==> config.mk <==
export PLATFORM = sky130hd
export DESIGN_NAME = u_butterfly_decode
export DESIGN_NICKNAME = d
export VERILOG_FILES = /design/src/rtl/u_butterfly_decode_pkg.sv /design/src/rtl/u_butterfly_decode_stream_count.sv /design/src/rtl/u_butterfly_decode.sv
export SDC_FILE = /design/constraint.sdc
export NUM_CORES = 1
export LEC_CHECK = 0
export ABC_AREA = 1
export CAP_MARGIN = 20
export CORE_MARGIN = 5
export CORE_UTILIZATION = 55
export DETAILED_ROUTE_END_ITERATION = 6
export PLACE_DENSITY = 0.83
export SYNTH_ARGS = -nofsm -noshare
export SYNTH_HDL_FRONTEND = slang
export SYNTH_HIERARCHICAL = 1
export SYNTH_SLANG_ARGS = --single-unit
==> constraint.sdc <==
create_clock -name iClk -period 3.58 [get_ports iClk]
set_input_delay 0.358 -clock iClk [delete_from_list [all_inputs] [get_ports iClk]]
set_output_delay 0.358 -clock iClk [all_outputs]
set_load 0.02 [all_outputs]
==> src/rtl/u_butterfly_decode_pkg.sv <==
// Shared unary-datapath types: butterfly lane bundle and the decode-stage FSM encoding.
`timescale 1ns/1ps
package u_butterfly_decode_pkg;

  // Bipolar output bitstreams of one unary butterfly.
  typedef struct packed {
    logic real0;
    logic img0;
    logic real1;
    logic img1;
  } bfly_lanes_t;

  // Decode-stage phases; oBusy covers ST_SKIP and ST_RUN.
  typedef enum logic [1:0] {
    ST_IDLE = 2'd0,
    ST_SKIP = 2'd1,
    ST_RUN  = 2'd2,
    ST_DONE = 2'd3
  } decode_state_e;

  localparam int SKIP_CNT_W = 4;

endpackage

==> src/rtl/u_butterfly_decode_stream_count.sv <==
// Per-lane ones counter for one bipolar stream, with offset removal, gain shift and saturation
// into a registered signed result.
`timescale 1ns/1ps
module u_stream_count
  import u_butterfly_decode_pkg::*;
#(
  parameter int BITWIDTH   = 8,
  parameter int HALF       = 128,
  parameter int GAIN_SHIFT = 2
) (
  input  logic                iClk,
  input  logic                iRstN,
  input  logic                iCntClr,
  input  logic                iSample,
  input  logic                iBit,
  input  logic                iLoad,
  input  logic                iZero,
  output logic [BITWIDTH-1:0] oResult
);

  // Headroom: raw spans [-N/2, N/2] and the shift may add GAIN_SHIFT more bits.
  localparam int VW = BITWIDTH + 2 + GAIN_SHIFT;
  localparam logic signed [VW-1:0] HALF_V  = VW'(HALF);
  localparam logic signed [VW-1:0] SAT_MAX = VW'((1 << (BITWIDTH - 1)) - 1);
  localparam logic signed [VW-1:0] SAT_MIN = ~SAT_MAX;

  logic [BITWIDTH:0]      ones_q, ones_d;
  logic [BITWIDTH-1:0]    result_q, result_d;
  logic signed [VW-1:0]   raw_s, shifted_s;
  logic [BITWIDTH-1:0]    sat_s;

  // Decode and next-state for the counter and result register.
  always_comb begin
    raw_s     = $signed({{(VW-BITWIDTH-1){1'b0}}, ones_q}) - HALF_V;
    shifted_s = raw_s <<< GAIN_SHIFT;
    if (shifted_s > SAT_MAX) begin
      sat_s = SAT_MAX[BITWIDTH-1:0];
    end else if (shifted_s < SAT_MIN) begin
      sat_s = SAT_MIN[BITWIDTH-1:0];
    end else begin
      sat_s = shifted_s[BITWIDTH-1:0];
    end

    ones_d   = ones_q;
    result_d = result_q;
    if (iZero) begin
      ones_d   = '0;
      result_d = '0;
    end else if (iCntClr) begin
      ones_d = '0;
    end else if (iSample) begin
      ones_d = ones_q + {{BITWIDTH{1'b0}}, iBit};
    end else if (iLoad) begin
      result_d = sat_s;
    end else begin
      ones_d = ones_q;
    end
  end

  // Counter and result registers.
  always_ff @(posedge iClk or negedge iRstN) begin
    if (!iRstN) begin
      ones_q   <= '0;
      result_q <= '0;
    end else begin
      ones_q   <= ones_d;
      result_q <= result_d;
    end
  end

  assign oResult = result_q;

endmodule

==> src/rtl/u_butterfly_decode.sv <==
// Integrates the four butterfly output bitstreams over one N-cycle window and hands the
// signed, gain-restored results downstream over valid/ready.
`timescale 1ns/1ps
module u_butterfly_decode
  import u_butterfly_decode_pkg::*;
#(
  parameter int BITWIDTH   = 8,
  parameter int SKIP       = 3,
  parameter int GAIN_SHIFT = 2
) (
  input  logic                iClk,
  input  logic                iRstN,
  input  logic                iClr,
  input  logic                iStart,
  input  logic                iReal0,
  input  logic                iImg0,
  input  logic                iReal1,
  input  logic                iImg1,
  input  logic                iReady,
  output logic                oBusy,
  output logic                oValid,
  output logic [BITWIDTH-1:0] oReal0,
  output logic [BITWIDTH-1:0] oImg0,
  output logic [BITWIDTH-1:0] oReal1,
  output logic [BITWIDTH-1:0] oImg1
);

  localparam int N    = 1 << BITWIDTH;
  localparam int HALF = N >> 1;
  localparam logic [SKIP_CNT_W-1:0] SKIP_LAST = SKIP_CNT_W'((SKIP > 0) ? (SKIP - 1) : 0);
  localparam logic [BITWIDTH-1:0]   RUN_LAST  = BITWIDTH'(N - 1);

  decode_state_e           state_q, state_d;
  logic [SKIP_CNT_W-1:0]   skip_q, skip_d;
  logic [BITWIDTH-1:0]     run_q, run_d;
  logic                    valid_q, valid_d;
  logic                    busy_q, busy_d;
  logic                    cnt_clr_s, sample_s, load_s, zero_s;
  bfly_lanes_t             lanes_s;
  logic [3:0]              lane_bits_s;
  logic [BITWIDTH-1:0]     res_s [4];

  assign lanes_s.real0 = iReal0;
  assign lanes_s.img0  = iImg0;
  assign lanes_s.real1 = iReal1;
  assign lanes_s.img1  = iImg1;
  assign lane_bits_s   = {lanes_s.img1, lanes_s.real1, lanes_s.img0, lanes_s.real0};

  // Window sequencing and handshake.
  always_comb begin
    state_d   = state_q;
    skip_d    = skip_q;
    run_d     = run_q;
    valid_d   = valid_q;
    cnt_clr_s = 1'b0;
    sample_s  = 1'b0;
    load_s    = 1'b0;
    zero_s    = 1'b0;

    if (iClr) begin
      state_d = ST_IDLE;
      skip_d  = '0;
      run_d   = '0;
      valid_d = 1'b0;
      zero_s  = 1'b1;
    end else begin
      case (state_q)
        ST_IDLE: begin
          if (iStart) begin
            cnt_clr_s = 1'b1;
            skip_d    = '0;
            run_d     = '0;
            state_d   = (SKIP == 0) ? ST_RUN : ST_SKIP;
          end else begin
            state_d = ST_IDLE;
          end
        end
        ST_SKIP: begin
          if (skip_q == SKIP_LAST) begin
            skip_d  = '0;
            state_d = ST_RUN;
          end else begin
            skip_d = skip_q + 4'd1;
          end
        end
        ST_RUN: begin
          sample_s = 1'b1;
          if (run_q == RUN_LAST) begin
            run_d   = '0;
            state_d = ST_DONE;
          end else begin
            run_d = run_q + {{(BITWIDTH-1){1'b0}}, 1'b1};
          end
        end
        ST_DONE: begin
          // First DONE cycle latches the final counts into the result registers.
          if (!valid_q) begin
            load_s  = 1'b1;
            valid_d = 1'b1;
          end else if (iReady) begin
            valid_d = 1'b0;
            if (iStart) begin
              cnt_clr_s = 1'b1;
              skip_d    = '0;
              run_d     = '0;
              state_d   = (SKIP == 0) ? ST_RUN : ST_SKIP;
            end else begin
              state_d = ST_IDLE;
            end
          end else begin
            valid_d = 1'b1;
          end
        end
        default: begin
          state_d = ST_IDLE;
        end
      endcase
    end

    busy_d = (state_d == ST_SKIP) || (state_d == ST_RUN);
  end

  // FSM state, window counters and registered status outputs.
  always_ff @(posedge iClk or negedge iRstN) begin
    if (!iRstN) begin
      state_q <= ST_IDLE;
      skip_q  <= '0;
      run_q   <= '0;
      valid_q <= 1'b0;
      busy_q  <= 1'b0;
    end else begin
      state_q <= state_d;
      skip_q  <= skip_d;
      run_q   <= run_d;
      valid_q <= valid_d;
      busy_q  <= busy_d;
    end
  end

  for (genvar g = 0; g < 4; g++) begin : g_lane
    u_stream_count #(
      .BITWIDTH  (BITWIDTH),
      .HALF      (HALF),
      .GAIN_SHIFT(GAIN_SHIFT)
    ) u_cnt (
      .iClk   (iClk),
      .iRstN  (iRstN),
      .iCntClr(cnt_clr_s),
      .iSample(sample_s),
      .iBit   (lane_bits_s[g]),
      .iLoad  (load_s),
      .iZero  (zero_s),
      .oResult(res_s[g])
    );
  end

  assign oBusy  = busy_q;
  assign oValid = valid_q;
  assign oReal0 = res_s[0];
  assign oImg0  = res_s[1];
  assign oReal1 = res_s[2];
  assign oImg1  = res_s[3];

endmodule

==> flow_summary.yaml, run 1 <==
synthesis:
  synth_compound_area_share_pct: 4.55
  synth.distinct_cells: 29
  synth_xor_xnor_area_share_pct: 1.25
  synth_adder_area_share_pct: 6.13
  ys_seq_area_share_pct: 40.9
  syn-cell-area_mm2: 0.00489
  synth_top_family_by_area: "simple AND/OR/NAND/NOR gates"
  synthMuxAreaShare_pct: 0
  yosysWarningCount: 6
  yosys.area_share.simple_pct: 37.9
  synth_seq_cells: 80
  syn-num-nets: 688
  syn_area_per_cell_um2: 7.47
  syn_inst: 655
place:
  place.gp.congestion: 0.892
  port_buffers: 42
  hpwlAfterDp_mm: 7.77
final_layout:
  final_common_cell: "nand2_1"
  syn_to_final_growth_pct: 16.1
  layout.nets: 737
  diodes: 0
  drive_above_1_share_pct: 9.87
  fin_util_pct: 65.5
  final_cell_mix: "nand2_1, inv_1, nand3_1"
clock_network:
  path_clk_slew_ns: 0.09
  clock-sinks: 80
  cts_made_buffers: 9
  cts_resized: 0
  clock_path_buffers: 2
  root_buffer: "clkbuf_8"
  cts-htree-levels: 3
  insertion_delay_ns: 0.36
  cts_tree: "yes"
timing:
  skew_ns: 0.0159
  fin_hold_ws_ns: 0.421
  drv_slew: 0
  finalSetupViolCount: 0
  final_hold_viol_count: 0
  finalSetupTns_ns: 0
  min_period_ns: 2.57
  fmaxAchievable_mhz: 390
  tightest_slew_ns: 1.10
  rsz0062_at_grt: "false"
  period_share_pct: 71.7
  slew_headroom_pct: 26.4
routing:
  drt-wirelength-per-cell_um: 13.0
  dr.pass1.iters: 7
  drt_iter0_markers: 202
  avgViaCountPerCell: 5.31
  drt_wl_total_mm: 10.6
  ant_nets: 0
  via_count: 4341
  drc: 0
global_routing:
  grt_max_degree: 81
  grt_usage_pct: 20.3
  grt_pass1_vias: 4210
  antenna_found_initial: 0
  grt_pass1_wl_mm: 18.7
  overflow: 0
critical_path:
  required_ns: 3.83
  path_cells: "ha_1 > nand2_2 > nor2_1 > o21ai_0 > nor2_1 > nor2_4 > nand3_2 > inv_1 > nand3_2 > nand3_1"
  rrSetupSlack_ns: 1.01
  worstPathArrival_ns: 2.82
  path_class: "reg2reg"
  end_kind: "flip-flop"
  cpLargestDelayFamily: "simple AND/OR/NAND/NOR gates"
  cp_slowest_cell: "nor2_1"
  start_kind: "flip-flop"
  worstPathMaxFanout: 8
  critPathBufInv: 1
  cpPeakStageDelay_ns: 0.83
flow_run:
  max-cap-violations: 0
floorplanning:
  dieHeight_um: 104
  num_io_pins: 43
  initial_core_util_pct: 56.4
  die_w_um: 104
  rows: 34
  core_mm2: 0.00868
  dieArea_mm2: 0.0109
pwr:
  p_per_area_mw_per_mm2: 326
  p_leak_uw: 0.00274
  ir_drop_mv: 0.208
outcome:
  status: "finished clean"
hold_path:
  worst_hold_path_type: "in2async"
==> path summary, 6_finish.rpt <==
| kind | end | cells after the start | start |
|---|---|---|---|
| min in group iClk | run_q[5] | 2 | run_q[5] |
| max in group asynchronous | state_q[0] | 3 | iRstN |
| hold / removal | skip_q[0] | 2 | iRstN |
| setup reg to reg | g_lane[1].u_cnt/oResult[5] | 10 | state_q[0] |
| hold reg to reg | run_q[5] | 2 | run_q[5] |
| setup / recovery | g_lane[1].u_cnt/oResult[5] | 10 | state_q[0] |
==> area by class of cell <==
cell class | count | area, µm²
clock buffers | 11 | 151
flip-flops and latches | 80 | 2000
multi-input cells | 467 | 2440
inverters | 99 | 373
well taps | 108 | 135
fillers | 731 | 3000
clock inverters | 5 | 103
repair buffers | 47 | 478
==> cells in the mapped netlist <==
cell type  number  area, µm²
inv_1          90        338
o21ai_1         2       10.0
nor2_2         10       62.6
dfrtp_1        80       2000
or2_0           1       6.26
nor2_4         11        124
xor2_1          3       26.3
clkinv_1        2       7.51
nor3_1         20        100
a21oi_1        13       65.1
buf_6           4       45.0
nand4_1         9       56.3
clkinv_2        1       5.00
o21ai_0        21        105
xnor2_1         4       35.0
a21oi_2         1       8.76
ha_1           24        300
o22ai_1         3       18.8
nand2_2         6       37.5
nand3b_1        1       7.51
nand3_2        12        120
nand3_1        87        435
nor2_1         64        240
inv_2           6       22.5
o2bb2ai_1       1       8.76
nand3_4         1       17.5
a31oi_1         1       6.26
buf_4           5       37.5
nand2_1       172        646
==> sequential cells by signal, indices dropped and copies added, names as in the netlist <==
name                  count
g_lane.u_cnt/ones_q      36
g_lane.u_cnt/oResult     28
run_q                     8
skip_q                    4
state_q                   2
oBusy                     1
oValid                    1
==> kinds of logic (layout without fill, tap and decap cells) <==
logic type                 count (synthesis)  count (layout)
AOI/OAI and AO/OA                         42              42
xor gates and xnor gates                   7               7
adders and majority gates                 24              24
buffers and inverters                    108             162
DFF                                       80              80
and+or+nand+nor                          394             394
==> per-stage QoR <==
step                cells  area, µm²  power (µW)  setup WS [ns]
floorplan             655       4890         988           1.49
global placement      799       5390        1030          0.846
detailed placement    799       5390        1030          0.767
CTS                   815       5640        1870           1.01
global route          817       5680        1930          0.798
finish                817       5680        1850           1.01
==> timing repair <==
| action | CTS | global route |
|---|---|---|
| hold buffers | 0 | 1 |
| hold endpoints to repair | 0 | 19 |
| buffers inserted | 0 | 0 |
==> power breakdown <==
part           leakage [µW]  internal [µW]  total [µW]  switching (µW)
registers           0.00112            910         916            5.96
clock network      0.000126            500         832             332
logic               0.00150           31.1         103            71.5
==> routing by layer <==
layer | GRT usage (%) | wire length, µm | vias to the layer above
li1 | - | - | 2184
met1 | 25.7 | 4900 | 2013
met2 | 33.9 | 4970 | 125
met3 | 3.97 | 558 | 19
met4 | 7.77 | 201 | 0
met5 | 0 | 0 | -
(Power assumes the default switching activity.)
==> run 2, diff against run 1 <==
Settings changed: CORE_UTILIZATION 55 to 53.
Clock period 3.58 ns to 2.1 ns, I/O delays scaled along.
==> flow_summary.yaml, run 2 (synthesis results as in run 1) <==
outcome:
  status: "finished clean"
clock_network:
  root_buffer: "clkbuf_8"
  clock_path_buffers: 2
  clock-sinks: 80
  cts-htree-levels: 3
  path_clk_slew_ns: 0.08
  insertion_delay_ns: 0.35
  cts_tree: "yes"
  cts_made_buffers: 9
final_layout:
  final_cell_count_no_fill: 827
  layout.nets: 744
  diodes: 0
  largest_reg_flops: 36
  regMostFlops: "g_lane.u_cnt/ones_q"
  drive_above_1_share_pct: 10.9
  syn_to_final_growth_pct: 17.2
  final_common_cell: "nand2_1"
  final_cell_mix: "nand2_1, inv_1, nand3_1"
timing:
  slew_headroom_pct: 66.7
  min_period_ns: 1.94
  finalWorstSetupSlack_ns: 0.165
  drv_slew: 0
  fmaxAchievable_mhz: 517
  skew_ns: 0.00704
  fin_hold_ws_ns: 0.362
  finalSetupTns_ns: 0
  finalSetupViolCount: 0
  tightest_slew_ns: 0.499
  period_share_pct: 92.2
  final_hold_viol_count: 0
floorplanning:
  dieHeight_um: 106
  num_io_pins: 43
  rows: 35
  initial_core_util_pct: 53.7
  dieArea_mm2: 0.0113
  core_mm2: 0.00911
  die_w_um: 106
critical_path:
  end_kind: "flip-flop"
  worstPathMaxFanout: 8
  path_class: "reg2reg"
  path_cells: "buf_4 > ha_1 > nand2_2 > nor2_1 > o21ai_1 > nor2_1 > buf_4 > nor2_4 > nand3_4 > inv_1 > nand3_4 > nand3_1"
  start_kind: "flip-flop"
  worstPathArrival_ns: 2.22
  cpPeakStageDelay_ns: 0.40
  cp_slowest_cell: "dfrtp_1"
  required_ns: 2.38
pwr:
  p_per_area_mw_per_mm2: 507
  design_power_total_uw: 2910
  ir_drop_mv: 0.255
  p_leak_uw: 0.00275
routing:
  drt_wl_total_mm: 10.9
  via_count: 4387
  avgViaCountPerCell: 5.30
  drt-wirelength-per-cell_um: 13.2
  drt_iter0_markers: 409
  dr.pass1.iters: 5
  drc: 0
  ant_nets: 0
place:
  dp.cells: 807
  place.gp.congestion: 0.895
  dpl_worst_slack_ns: 0.0801
  hpwlAfterDp_mm: 8.02
  port_buffers: 42
global_routing:
  overflow: 0
  grt_pass1_vias: 4318
  antenna_found_initial: 0
  grt_max_degree: 45
  grt_pass1_wl_mm: 19.7
  grt_usage_pct: 21.0
flow_run:
  max-cap-violations: 0
hold_path:
  worst_hold_path_type: "in2async"
[run 2: final timing paths]
check | startpoint | to | slack [ns] | cells past startpoint
max in group asynchronous | iRstN | g_lane[0].u_cnt/ones_q[1] | 1.13 | 3
min in group iClk | run_q[1] | run_q[1] | 0.53 | 2
worst min-delay path | iRstN | g_lane[2].u_cnt/oResult[6] | 0.36 | 2
worst max register to register | state_q[0] | g_lane[1].u_cnt/oResult[4] | 0.16 | 12
worst max-delay path | state_q[0] | g_lane[1].u_cnt/oResult[4] | 0.16 | 12
worst min register to register | run_q[1] | run_q[1] | 0.53 | 2
[run 2: routing by layer]
metal  part of all wire, %  vias to the layer above  wire length (µm)  global-route usage [%]
li1                      -                     2196                 -                       -
met1                    44                     2065              4780                    26.9
met2                    51                      109              5580                    36.4
met3                   4.0                       17               438                    4.25
met4                   1.1                        0               119                    4.81
met5                     0                        -                 0                       0
[run 2: worst max-delay path, delay by kind of cell (launching register included)]
kind,cells,cell delay [ns]
fa+ha+maj,1,0.21
flops,1,0.40
buf+inv,3,0.45
simple gates,7,0.70
compound gates,1,0.12
[run 2: final cells by class]
cell class | instances | area (µm²)
fillers | 752 | 3370
multi-input cells | 467 | 2490
flip-flops and latches | 80 | 2000
repair buffers | 54 | 536
inverters | 99 | 373
clock buffers | 13 | 159
well taps | 111 | 139
clock inverters | 3 | 40.0
[run 2: repair_timing]
item	4_1_cts	5_1_grt
endpoints found under the hold margin	36	0
gates resized for setup	0	12
hold buffers	1	0
setup endpoints to repair	0	44
buffers inserted	0	3
[run 2: where the power goes]
part	switching (µW)	internal, µW
registers	9.93	1550
logic	130	59.6
clock network	547	612
[run 2: metrics by stage]
step | cell area (µm²) | utilization [%]
4_1_cts | 5670 | 62.2
6_report | 5740 | 63.0
3_3_place_gp | 5460 | 59.9
3_5_place_dp | 5460 | 59.9
2_1_floorplan | 4890 | -
5_1_grt | 5740 | 63.0
